File: src/rtl/uart_tx_unit.sv
// UART transmitter: start, 8 data bits LSB first, parity, stop; own baud counter.
// Define UART_TX_HOLD_REG_EN to add a one-entry holding register for back-to-back frames.
module uart_tx_unit #(
  parameter int CLK_FREQ = 192000
) (
  input  logic       clock,
  input  logic       rst,
  input  logic [1:0] baudRate,
  input  logic       pType,
  input  logic [7:0] dataIn,
  input  logic       txValid,
  output logic       txReady,
  output logic       serialOutput,
  output logic       busy,
  output logic       done
);

  localparam int DIV0 = CLK_FREQ / 2400;
  localparam int CW   = $clog2(DIV0);

  typedef enum logic [2:0] {
    IDLE,
    START,
    DATA,
    PARITY,
    STOP
  } state_e;

  state_e        state_q, state_d;
  logic [CW-1:0] cnt_q, cnt_d;
  logic [CW-1:0] rld_q, rld_d;
  logic [2:0]    bit_q, bit_d;
  logic [2:0]    bit_nx;
  logic [7:0]    data_q, data_d;
  logic          par_q, par_d;
  logic          txd_q, txd_d;

  logic          fire;
  logic          tick;
  logic          last;
  logic          ld;
  logic [7:0]    ld_data;
  logic [1:0]    ld_baud;
  logic          ld_pt;

  // Reload value is DIV-1 so the counter spends exactly DIV clocks per bit.
  function automatic logic [CW-1:0] rld_of(input logic [1:0] b);
    return CW'((DIV0 >> b) - 1);
  endfunction

  assign fire         = txValid && txReady;
  assign tick         = (cnt_q == '0);
  assign last         = (state_q == STOP) && tick;
  assign done         = last;
  assign busy         = (state_q != IDLE);
  assign serialOutput = txd_q;
  assign bit_nx       = bit_q + 3'd1;

`ifdef UART_TX_HOLD_REG_EN
  logic       hfull_q, hfull_d;
  logic [7:0] hdata_q, hdata_d;
  logic [1:0] hbaud_q, hbaud_d;
  logic       hpt_q, hpt_d;

  assign txReady = !hfull_q;

  always_comb begin
    hfull_d = hfull_q;
    hdata_d = hdata_q;
    hbaud_d = hbaud_q;
    hpt_d   = hpt_q;
    ld      = 1'b0;
    ld_data = dataIn;
    ld_baud = baudRate;
    ld_pt   = pType;
    if (state_q == IDLE) begin
      ld = fire;
    end else if (last && hfull_q) begin
      ld      = 1'b1;
      ld_data = hdata_q;
      ld_baud = hbaud_q;
      ld_pt   = hpt_q;
      hfull_d = 1'b0;
    end else if (last) begin
      ld = fire;
    end else if (fire) begin
      hfull_d = 1'b1;
      hdata_d = dataIn;
      hbaud_d = baudRate;
      hpt_d   = pType;
    end
  end

  always_ff @(posedge clock or posedge rst) begin
    if (rst) begin
      hfull_q <= 1'b0;
      hdata_q <= '0;
      hbaud_q <= '0;
      hpt_q   <= 1'b0;
    end else begin
      hfull_q <= hfull_d;
      hdata_q <= hdata_d;
      hbaud_q <= hbaud_d;
      hpt_q   <= hpt_d;
    end
  end
`else
  assign txReady = (state_q == IDLE);

  always_comb begin
    ld      = fire;
    ld_data = dataIn;
    ld_baud = baudRate;
    ld_pt   = pType;
  end
`endif

  always_comb begin
    state_d = state_q;
    cnt_d   = cnt_q;
    rld_d   = rld_q;
    bit_d   = bit_q;
    data_d  = data_q;
    par_d   = par_q;
    txd_d   = txd_q;

    if (state_q != IDLE) begin
      cnt_d = tick ? rld_q : cnt_q - CW'(1);
    end

    unique case (state_q)
      IDLE: begin
        txd_d = 1'b1;
      end
      START: begin
        if (tick) begin
          state_d = DATA;
          bit_d   = 3'd0;
          txd_d   = data_q[0];
        end
      end
      DATA: begin
        if (tick) begin
          if (bit_q == 3'd7) begin
            state_d = PARITY;
            txd_d   = par_q;
          end else begin
            bit_d = bit_nx;
            txd_d = data_q[bit_nx];
          end
        end
      end
      PARITY: begin
        if (tick) begin
          state_d = STOP;
          txd_d   = 1'b1;
        end
      end
      STOP: begin
        if (tick) begin
          state_d = IDLE;
          txd_d   = 1'b1;
        end
      end
      default: begin
        state_d = IDLE;
        txd_d   = 1'b1;
      end
    endcase

    // A new frame latches its own rate and parity type; later input changes are ignored.
    if (ld) begin
      state_d = START;
      txd_d   = 1'b0;
      cnt_d   = rld_of(ld_baud);
      rld_d   = rld_of(ld_baud);
      data_d  = ld_data;
      par_d   = (^ld_data) ^ ld_pt;
      bit_d   = 3'd0;
    end
  end

  always_ff @(posedge clock or posedge rst) begin
    if (rst) begin
      state_q <= IDLE;
      cnt_q   <= '0;
      rld_q   <= '0;
      bit_q   <= '0;
      data_q  <= '0;
      par_q   <= 1'b0;
      txd_q   <= 1'b1;
    end else begin
      state_q <= state_d;
      cnt_q   <= cnt_d;
      rld_q   <= rld_d;
      bit_q   <= bit_d;
      data_q  <= data_d;
      par_q   <= par_d;
      txd_q   <= txd_d;
    end
  end

endmodule

File: config.mk
export PLATFORM = sky130hd
export DESIGN_NAME = uart_tx_unit
export DESIGN_NICKNAME = d
export VERILOG_FILES = /design/src/rtl/uart_tx_unit.sv
export SDC_FILE = /design/constraint.sdc
export NUM_CORES = 1
export LEC_CHECK = 0
export BUFFER_PORTS_ARGS = -buffer_cell sky130_fd_sc_hd__buf_2
export CAP_MARGIN = 20
export CORE_UTILIZATION = 40
export CTS_BUF_LIST = sky130_fd_sc_hd__clkbuf_8
export DETAILED_ROUTE_END_ITERATION = 12
export SYNTH_ARGS = -nofsm -noshare
export SYNTH_HDL_FRONTEND = slang
export SYNTH_SLANG_ARGS = --single-unit
File: constraint.sdc
create_clock -name clock -period 4.51 [get_ports clock]
set_input_delay 1.353 -clock clock [delete_from_list [all_inputs] [get_ports clock]]
set_output_delay 1.353 -clock clock [all_outputs]
set_load 0.05 [all_outputs]
==> summary.txt <==
Cells and area
  • Fillers: 401
  • Diodes inserted: 0
  • Fin cells: 244
  • Final net count: 214
  • Layout cell share with drive strength beyond 1: 27.1%
  • Reg area: 752 um^2
  • Multi-input logic area: 967 um^2
  • Area growth from synthesis to final layout: 13.8%

Floorplanning
  • Initial Util: 41.5%
  • Core ar.: 4350 um^2
  • Die Area: 4790 um^2
  • Ports: 18
  • Die Ht: 69.2 um
  • Die X: 69.2 um
  • Site Rows: 24

Placed design
  • Place WS: 1.43 ns
  • IO buf count: 17
  • # placed instances: 236
  • RePlAce Congestion: 0.939
  • Dpl hpwl: 2780 um

Detailed routing
  • Final WL: 3740 um
  • Vias: 1,338
  • Initial drt markers: 149
  • Wire per inst: 15.3 um
  • First-pass DRT Iterations: 4
  • Antenna-violating nets left: 0
  • Vias/cell: 5.48
  • Remaining routing DRC violations: 0

Critical path
  • FF-to-FF Start: cnt_q[0]
  • R2R Setup Slk: 2.50 ns
  • Worst Reg-to-Reg Cells: 6
  • CP max stage cell: nor2b_1
  • CP Class: register to primary output
  • Reg2reg end: state_q[0]
  • Crit. End Element: primary output
  • CP Max Fanout: 8
  • Critical path's top delay family: simple AND/OR/NAND/NOR gates
  • CP required: 3.16 ns
  • Data arrival, critical path: 2.05 ns
  • CP max stage delay: 0.42 ns
  • Startpoint types: register
  • Worst Setup SP: cnt_q[0]
  • Critical Path, Cell by Cell: inv_1 -> ha_1 -> nor2b_1 -> nand2_1 -> nor2_1 -> buf_2
  • CP Buf/Inv Count: 2

Timing
  • Worst slew pin tran: 0.721 ns
  • Final setup viols: 0
  • Final Skew: 0.00325 ns
  • WHS: 0.483 ns
  • Final period util: 75.5%
  • Final min period: 3.40 ns
  • Slew Viols, Final: 0
  • Setup_tns: 0 ns
  • Final worst setup slack: 1.11 ns
  • Max Freq: 294 MHz
  • RSZ-0062 raised after global routing: false
  • Slew headroom: 51.8%
  • Final hold violation count: 0

Worst hold path
  • Hold path depth: 2
  • Hold Path Sink: par_q
  • Hold Startpoint: par_q
  • HP Class: register to register

Yosys
  • FF+latch count, synth: 30
  • Mapped Area: 1810 um^2
  • Distinct cells, synth: 45
  • Post-Synthesis Cells: 174
  • Yosys warning count: 0
  • EDFF count, synth: 0
  • Syn_nets: 197
  • Synth Flop Type: dfrtp_1
  • Async S/R FF share, synth: 100%
  • Syn Area/Cell: 10.4 um^2
  • Sequential share of the synthesized area: 41.6%

Pwr
  • PD cells: 573 nW/um^2
  • Max IR drop VDD: 217 uV
  • Leak: 0.930 nW
  • Design Power: 1.18 mW

Job
  • Number of max-cap violations: 0

CTS
  • Num CTS Buffers: 5
  • Worst-path clk slew: 0.06 ns
  • Max clock buf depth: 2
  • Postcts setup bufs: 0
  • Worst skew pair latency: 0.28 ns
  • Post-CTS Resized: 0
  • TritonCTS clock tree: built
  • # H-tree levels: 2
  • CTS Root Cell: clkbuf_8
  • CTS Sinks: 30
  • Hold buffer count at cts: 0

GRT
  • Gr usage total: 16.9%
  • GRT overflow: 0
  • Vias in the first global route: 1,345
  • Largest net degree at the start of global routing: 21
  • Initial antenna violation count: 0
  • First-pass GRT wire length: 6350 um

Outcome
  • Status: completed
-- state kept, by name (all words and copies together) (netlist names) --
signal	flops
data_q	8
rld_q	7
state_q	3
cnt_q	7
serialOutput	1
par_q	1
bit_q	3
-- placed cells by master, fill, tap and decap left out, types with 2 or more instances in the layout --
master and instances:
inv_1 10, xnor2_1 7, and3_1 2, nor3b_1 2
buf_2 17, mux2_2 17, a22oi_1 3, o21ai_0 8
clkbuf_8 8, nor3_1 2, nor2b_1 5, o31ai_1 2
dfrtp_1 29, o21ai_1 2, a21oi_1 8, a31oi_1 2
nor2_1 8, o211ai_1 2, and2_1 2, mux2i_1 5
nand2b_1 3, a211oi_1 2, ha_1 9, xor2_1 3
a311oi_1 3, nand2_1 12
-- worst max path at each step --
stage / end / cells after the start / slack [ns]
3_5_place_dp: done / 6 / 1.43
2_1_floorplan: busy / 3 / 1.34
5_1_grt: done / 6 / 0.87
4_1_cts: done / 6 / 1.12
3_3_place_gp: done / 6 / 1.52
6_report: done / 6 / 1.11
-- metrics by stage --
stage,cell area [um^2],utilization [%]
final,2060,47.2
after CTS,2060,47.2
after global placement,1920,44.1
after floorplan,1810,-
after global routing,2060,47.2
after detailed placement,1950,44.7
-- worst min-delay path: cells and delay by family, from the launching register on --
kind / cells / cell delay [ns]
and+or+nand+nor: 1 / 0.05
DFF: 1 / 0.34
AOI/OAI and AO/OA: 1 / 0.06
-- logic make-up after synthesis --
group                    count (synthesis)  synth area share, %
AO/OA/AOI/OAI                           39                 14.5
XOR/XNOR                                11                 6.09
adder cells (fa/ha/maj)                  9                 6.23
buffers and inverters                   20                 4.85
flip-flops                              30                 41.6
multiplexers                            22                 13.4
AND/OR/NAND/NOR                         43                 13.4
-- Yosys cell counts, types with 3 or more instances --
library cell   n  area [um^2]
inv_1         10         37.5
ha_1           9          113
mux2_2        17          191
dfrtp_1       29          726
nand2_1       12         45.0
mux2i_1        5         50.1
nand2b_1       3         18.8
a21oi_1        8         40.0
xnor2_1        7         61.3
clkbuf_1       3         11.3
buf_2          4         20.0
nor2b_1        5         31.3
o21ai_0        8         40.0
a311oi_1       3         26.3
nor2_1         8         30.0
a22oi_1        3         22.5
xor2_1         3         26.3
-- power breakdown --
part	internal [mW]	total [mW]	switching [mW]
Sequential	0.381	0.490	0.109
Combinational	0.205	0.432	0.227
Clock	0.154	0.256	0.102
Total	0.740	1.18	0.438
-- cell type report --
type	count	share of cell area [%]
inverter	11	2.01
sequential	30	36.6
tap	52	3.16
multi-input combinational	124	47.0
clock buffer	8	5.36
timing repair buffer	19	5.84
-- per-layer routing --
metal  vias to the layer above  routed length [um]  track usage [%]
met5                         -                   0                0
met4                         0                  65             7.26
met3                         6                 137             4.07
met2                        25                1780             26.4
met1                       653                1760             22.4
li1                        654                   -                -
Power figures use the tool's default switching activity.
